[src/rtl/simmem_pkg.sv]
// Shared types for the simulated-memory write-response path.
package simmem_pkg;

    localparam int unsigned IdW   = 8;
    localparam int unsigned RespW = 2;
    localparam int unsigned UserW = 4;

    // AXI B-channel payload carried opaquely through the delay buffer
    typedef struct packed {
        logic [IdW-1:0]   id;
        logic [RespW-1:0] response;
        logic [UserW-1:0] user_signal;
    } write_resp_t;

endpackage

[src/rtl/simmem_wresp_delay_buffer.sv]
// Delays each AXI write response by a fixed number of cycles before
// presenting it on the requester-side B channel, in strict arrival order.
//
// Ports:
//   clk_i, rst_i            clock, synchronous active-high reset
//   in_valid_i/in_ready_o   memory-side B handshake, in_resp_i payload
//   out_valid_o/out_ready_i requester-side B handshake, out_resp_o payload
//   occupancy_o             number of stored responses
module simmem_wresp_delay_buffer #(
    parameter int unsigned Depth       = 8,
    parameter int unsigned DelayCycles = 16
) (
    input  logic                     clk_i,
    input  logic                     rst_i,
    input  logic                     in_valid_i,
    output logic                     in_ready_o,
    input  simmem_pkg::write_resp_t  in_resp_i,
    output logic                     out_valid_o,
    input  logic                     out_ready_i,
    output simmem_pkg::write_resp_t  out_resp_o,
    output logic [$clog2(Depth):0]   occupancy_o
);

    localparam int unsigned IdxW = $clog2(Depth);
    localparam int unsigned PtrW = IdxW + 1;
    // A single-cycle delay needs no countdown range, but keep one bit so the
    // storage stays well-formed; the load value is then always 0.
    localparam int unsigned CntW = (DelayCycles > 1) ? $clog2(DelayCycles) : 1;
    localparam logic [CntW-1:0] CntLoad = CntW'(DelayCycles - 1);

    simmem_pkg::write_resp_t payload_q [Depth];
    simmem_pkg::write_resp_t payload_d [Depth];
    logic [CntW-1:0]         cnt_q     [Depth];
    logic [CntW-1:0]         cnt_d     [Depth];
    logic [Depth-1:0]        valid_q, valid_d;
    logic [PtrW-1:0]         wr_ptr_q, wr_ptr_d;
    logic [PtrW-1:0]         rd_ptr_q, rd_ptr_d;

    logic [IdxW-1:0] wr_idx, rd_idx;
    logic            empty, full, push, pop;

    // Pointer status, wrap bit in the MSB
    assign wr_idx = wr_ptr_q[IdxW-1:0];
    assign rd_idx = rd_ptr_q[IdxW-1:0];
    assign empty  = (wr_ptr_q == rd_ptr_q);
    assign full   = (wr_idx == rd_idx) && (wr_ptr_q[IdxW] != rd_ptr_q[IdxW]);

    // Output view derived from registered state only
    assign in_ready_o  = !full;
    assign out_valid_o = !empty && (cnt_q[rd_idx] == '0);
    assign out_resp_o  = empty ? '0 : payload_q[rd_idx];
    assign occupancy_o = wr_ptr_q - rd_ptr_q;

    assign push = in_valid_i && in_ready_o;
    assign pop  = out_valid_o && out_ready_i;

    // Next-state: age all live entries, then apply pop and push
    always_comb begin
        wr_ptr_d  = wr_ptr_q;
        rd_ptr_d  = rd_ptr_q;
        valid_d   = valid_q;
        cnt_d     = cnt_q;
        payload_d = payload_q;

        // Countdowns saturate at 0 so a blocked head keeps its maturity
        for (int i = 0; i < int'(Depth); i++) begin
            if (valid_q[i] && (cnt_q[i] != '0)) begin
                cnt_d[i] = cnt_q[i] - CntW'(1);
            end
        end

        if (pop) begin
            valid_d[rd_idx] = 1'b0;
            rd_ptr_d        = rd_ptr_q + PtrW'(1);
        end

        // A push never targets the popped slot: that would require full
        if (push) begin
            payload_d[wr_idx] = in_resp_i;
            cnt_d[wr_idx]     = CntLoad;
            valid_d[wr_idx]   = 1'b1;
            wr_ptr_d          = wr_ptr_q + PtrW'(1);
        end
    end

    // State registers
    always_ff @(posedge clk_i) begin
        if (rst_i) begin
            wr_ptr_q <= '0;
            rd_ptr_q <= '0;
            valid_q  <= '0;
            for (int i = 0; i < int'(Depth); i++) begin
                cnt_q[i]     <= '0;
                payload_q[i] <= '0;
            end
        end else begin
            wr_ptr_q  <= wr_ptr_d;
            rd_ptr_q  <= rd_ptr_d;
            valid_q   <= valid_d;
            cnt_q     <= cnt_d;
            payload_q <= payload_d;
        end
    end

endmodule
[config.mk]
export PLATFORM = sky130hd
export DESIGN_NAME = simmem_wresp_delay_buffer
export DESIGN_NICKNAME = d
export VERILOG_FILES = /design/src/rtl/simmem_pkg.sv /design/src/rtl/simmem_wresp_delay_buffer.sv
export SDC_FILE = /design/constraint.sdc
export NUM_CORES = 1
export LEC_CHECK = 0
export ABC_AREA = 1
export CORE_MARGIN = 5
export CORE_UTILIZATION = 40
export DETAILED_ROUTE_END_ITERATION = 16
export PLACE_DENSITY_LB_ADDON = 0.2
export SLEW_MARGIN = 20
export SYNTH_ARGS = -nofsm -noshare
export SYNTH_HDL_FRONTEND = slang
export SYNTH_SLANG_ARGS = --single-unit
export TNS_END_PERCENT = 20
[constraint.sdc]
create_clock -name clk_i -period 4.1 [get_ports clk_i]
set_input_delay 1.025 -clock clk_i [delete_from_list [all_inputs] [get_ports clk_i]]
set_output_delay 1.025 -clock clk_i [all_outputs]
set_load 0.01 [all_outputs]
# == Word-level counts from Yosys, hierarchy flattened ==
# Cells that the tools add are included.
# totals
regBits,160
n_memories,0
latchBits,0
wordCells,115
inputBits,18
romBits,0
output_inout_bits,20
ram_bits,0
# classes
addsub,11
n_lt_le_gt_ge,7
shifts,0
eq_ne,3
mul,0
bitwise,6
mux,27
div_mod_pow,0
reduce_logical,26
# ops
cell,n
$bwmux W112,1
$mux W14,4
$mux W4,11
$bmux W14 S3,1
$demux W14 S3,1
$mux W32,1
$or A32 B32 Y32,1
$reduce_bool A4 Y1,8
$sub A4 B1 Y4 const B,8
$mux W8,2
$logic_and A1 B1 Y1,15
$bmux W4 S3,1
$demux W4 S3,1
$add A4 B1 Y4 const B,2
$and A8 B8 Y8,1
$ge A4 B4 Y1 const B,2
$lt A3 B4 Y1 const B,2
$not A3 Y4,2
$not A8 Y8,1
$or A8 B8 Y8,1
$demux W1 S3,2
$ge A3 B1 Y1 const B,2
$eq A4 B4 Y1,1
$logic_not A4 Y1,1
other kinds (6),8

# == Depth between registers and ports, before layout ==
# logic_depth
word_depth,10
mapped_depth,15

# == Worst setup path after synthesis ==
# OpenSTA, ideal clock, no wires.
# synth_timing
path_kind,register -> output
from,register rd_ptr_q[1]
to,output out_valid_o
required_ns,3.075
arrival_ns,1.638
setup_slack_ns,1.437
stages_incl_launch_ff,10
path_cell_list,dfxtp_1 inv_1 ha_1 nand2_1 nor2_2 nand2_1 nand2_1 nor2_1 nand2_1 nor4_1
# synth_between
elab_chain_cells,6
word_cells_on_any_way,8
cone_classes,eq/ne (1); mux (3); bitwise (1); reduce/logical (3)
# synth_rtl
item,line_no,text
"start, declared",simmem_wresp_delay_buffer.sv:37,"logic [PtrW-1:0] rd_ptr_q, rd_ptr_d;"
"start signal, assigned",simmem_wresp_delay_buffer.sv:98,rd_ptr_q <= rd_ptr_d;
$not A3 Y4 (not written as such),simmem_wresp_delay_buffer.sv:50,assign out_valid_o = !empty && (cnt_q[rd_idx] == '0);
$bmux W4 S3,simmem_wresp_delay_buffer.sv:50,
$mux W4 (not written as such) (2 in series),simmem_wresp_delay_buffer.sv:50,
$logic_not A4 Y1,simmem_wresp_delay_buffer.sv:50,
$logic_and A1 B1 Y1 *,simmem_wresp_delay_buffer.sv:50,
"end, declared",simmem_wresp_delay_buffer.sv:18,"output logic out_valid_o,"
# Mark *: on every way between the ends. The rest lies on a longest branch, timed or not. The select of a mux whose other input is x is not followed.

==> flow_summary_export.csv <==
group,metric,value,unit
cells_and_area,ff_latch_area,3204,µm²
power_and_ir_drop,p_switching,1.231,mW
logic_synthesis,syn_nets,1060,
global_routing,grt_max_degree,81,
detailed_routing,wl_per_cell,15.20,µm
placed_design,port_buffers,37,
logic_synthesis,ys_async_sr_fraction,0,
detailed_routing,drt-initial-drc-count,399,
sta,rsz0062_at_grt,"false",
sta,fin_crit,3922,ps
power_and_ir_drop,internal_power,2.681,mW
logic_synthesis,syn_area_per_cell,7.283,µm²
global_routing,grt_pass1_wl,32.26,mm
sta,hold_violations,0,
sta,fin_crit_sh,0.9566,
sta,drv_slew,0,
clock_tree,hold_buffers,0,
detailed_routing,via_per_inst,5.186,
power_and_ir_drop,p_leak,3.145,nW
sta,tns,0,ps
cells_and_area,drive_gt1_frac,0.06501,
worst_setup_path,startpoint,"rd_ptr_q[2]",
logic_synthesis,seq_area_frac_synth,0.4278,
worst_setup_path,r2r_end,"cnt_q[23]",
clock_tree,cts_setup_buffers,0,
logic_synthesis,yosysMostFrequentCell,"a21oi_1",
clock_tree,clkTransAtPathRegs,70,ps
global_routing,antenna_found_initial,0,
min_path,worstHoldStart,"payload_q[50]",
clock_tree,clkSinkCount,160,
clock_tree,cts_tree,"yes",
detailed_routing,drc_errors,0,
placed_design,dpl.hpwl,12.36,mm
placed_design,place.gp.congestion,0.8125,
floorplanning,core_area,18580,µm²
min_path,min_path_type,"flip-flop to flip-flop",
logic_synthesis,ys_seq_elements,160,
logic_synthesis,synth_cell_types,38,
cells_and_area,diodes,0,
worst_setup_path,end_kind,"primary output",
sta,tightestPinTransition,994.7,ps
cells_and_area,syn2layout_area_growth,13.59,%
clock_tree,cts-resized-gates,0,
cells_and_area,multi_input_area,3357,µm²
power_and_ir_drop,p_comb_frac,0.192,
floorplanning,die_h,146.8,µm
clock_tree,cts_made_buffers,17,
detailed_routing,routed_wl,19.45,mm
power_and_ir_drop,ir_worst_vdd,0.0002398,V
worst_setup_path,cp.arrival,2900,ps
detailed_routing,drt_pass1_iterations,4,
sta,setup_viol,0,
job,maxCapViolCount,0,
floorplanning,pin_count,38,
cells_and_area,final_cells,1280,
logic_synthesis,synth.area.top_cells,"dfxtp_1 (43%), a21oi_1 (12%), o21ai_0 (12%), inv_1 (8.0%), nand2_1 (4.3%)",
floorplanning,dieArea,21550,µm²
floorplanning,rows,50,
cells_and_area,fin_nets,1065,
min_path,hold_end,"payload_q[50]",
worst_setup_path,crit_fanout,16,
worst_setup_path,startpoint_type,"flip-flop",
logic_synthesis,synth_top_area_share,0.4278,
clock_tree,clockBufferDepth,2,
worst_setup_path,cp.required,3070,ps
outcome,status,"complete, no violations",
detailed_routing,via_count,6638,
detailed_routing,ant_nets,0,
logic_synthesis,ys_top_cells_by_count,"a21oi_1 (178), o21ai_0 (175), dfxtp_1 (160), inv_1 (160), nand2_1 (85)",
worst_setup_path,reg2reg_from,"rd_ptr_q[2]",
global_routing,grt_pass1_vias,6045,
global_routing,grt.total_usage,0.1850,
cells_and_area,fillers,1845,
sta,slew_headroom,0.3362,
worst_setup_path,worst-r2r-cell-count,11,
power_and_ir_drop,swShare,0.3147,
min_path,hold_depth,2,
logic_synthesis,synthCells,1028,
worst_setup_path,crit_type,"flip-flop to primary output",
power_and_ir_drop,p_clk_frac,0.383,
clock_tree,clk_latency,430,ps
logic_synthesis,yosysTopAreaCell,"dfxtp_1",
clock_tree,cts-root-buf,"clkbuf_16",
logic_synthesis,ys.flop_type,"dfxtp_1",
sta,final.setup_skew,11.03,ps
global_routing,gr-total-overflow,0,
logic_synthesis,ys_warn_count,0,
power_and_ir_drop,p_per_area,460.0,nW/µm²
placed_design,dp_cells,1248,
sta,fmax,0.2550,GHz
logic_synthesis,synth_edf_count,0,
clock_tree,h-tree-depth,4,
floorplanning,start_util,0.4030,
worst_setup_path,r2r_setup_slack,1370,ps
power_and_ir_drop,p_seq_frac,0.425,
logic_synthesis,synthesis.area,7487,µm²
floorplanning,die_w,146.8,µm
-- power by group through the flow --
| stage | combinational (mW) | clock (mW) | sequential, mW |
|---|---|---|---|
| 2_1_floorplan | 0.496 | 0 | 1.68 |
| 3_3_place_gp | 0.751 | 0 | 1.70 |
| 3_5_place_dp | 0.752 | 0 | 1.70 |
| 5_1_grt | 0.842 | 1.60 | 1.67 |
| 6_report | 0.752 | 1.50 | 1.66 |
| 4_1_cts | 0.756 | 1.53 | 1.66 |
-- area by class of cell --
type / count / area share
Clock buffer: 17 / 0.05002
Multi-Input combinational cell: 640 / 0.3947
Clock inverter: 15 / 0.01457
Sequential cell: 160 / 0.3768
Tap cell: 234 / 0.03443
Inverter: 164 / 0.07297
Timing Repair Buffer: 50 / 0.05650
-- sequential cells by signal (all words and copies together), names as in the netlist --
name,count
valid_q,8
rd_ptr_q,4
payload_q,112
cnt_q,32
wr_ptr_q,4
-- critical path: stages (launching register included) --
cell             delay [ps]
dfxtp_1                 500
inv_1                   100
nor2_1                  230
inv_1                   410
a21oi_1                 220
o21ai_0                 110
a41oi_1                 290
clkdlybuf4s50_1         600
-- layer usage --
layer	GRT usage	part of all wire
met1	0.2590	0.50
met2	0.2881	0.45
met3	0.03825	0.039
met4	0.05503	0.016
met5	0	0
-- cell families after synthesis --
kind of cell / after synthesis / share of synthesized area
AO/OA/AOI/OAI: 410 / 0.2878
buffers and inverters: 228 / 0.1238
AND/OR/NAND/NOR: 212 / 0.1315
flip-flops: 160 / 0.4278
adder cells (fa/ha/maj): 14 / 0.02440
XOR/XNOR: 4 / 0.004680
-- how the worst max path moves through the flow --
stage                     to  cells after the start
2_1_floorplan    out_valid_o                      9
3_3_place_gp   out_resp_o[3]                      8
3_5_place_dp   out_resp_o[6]                      7
4_1_cts        out_resp_o[6]                      7
5_1_grt        out_resp_o[6]                      8
6_report       out_resp_o[6]                      7
-- cell usage in the layout (no fill, tap or decap), drive strengths merged --
cell           count
o21ai            186
a21oi            178
inv              171
dfxtp            160
nand2             87
nor2              58
clkdlybuf4s50     37
nand3             34
a31oi             24
nand4             24
clkbuf            17
a41oi             14
ha                13
buf               13
o31ai              5
clkinvlp           4
nor3               4
clkinv             4
xor2               3
or2                2
o21a               2
and2               2
nor4               1
xnor2              1
a21boi             1
fa                 1
-- through the flow --
stage                     total power, mW    util  worst slack (ps)  hold WS, ps  area [µm²]
after floorplan                     2.176       -              1437        420.0        7487
after global placement              2.446  0.4281             713.5        427.8        7955
after detailed placement            2.448  0.4281             680.1        431.2        7955
after CTS                           3.949  0.4577             213.3        441.3        8504
after global routing                4.111  0.4577             55.70        454.1        8504
final                               3.912  0.4577             177.7        440.3        8504
Note: power is estimated with default switching activity, not from simulation.
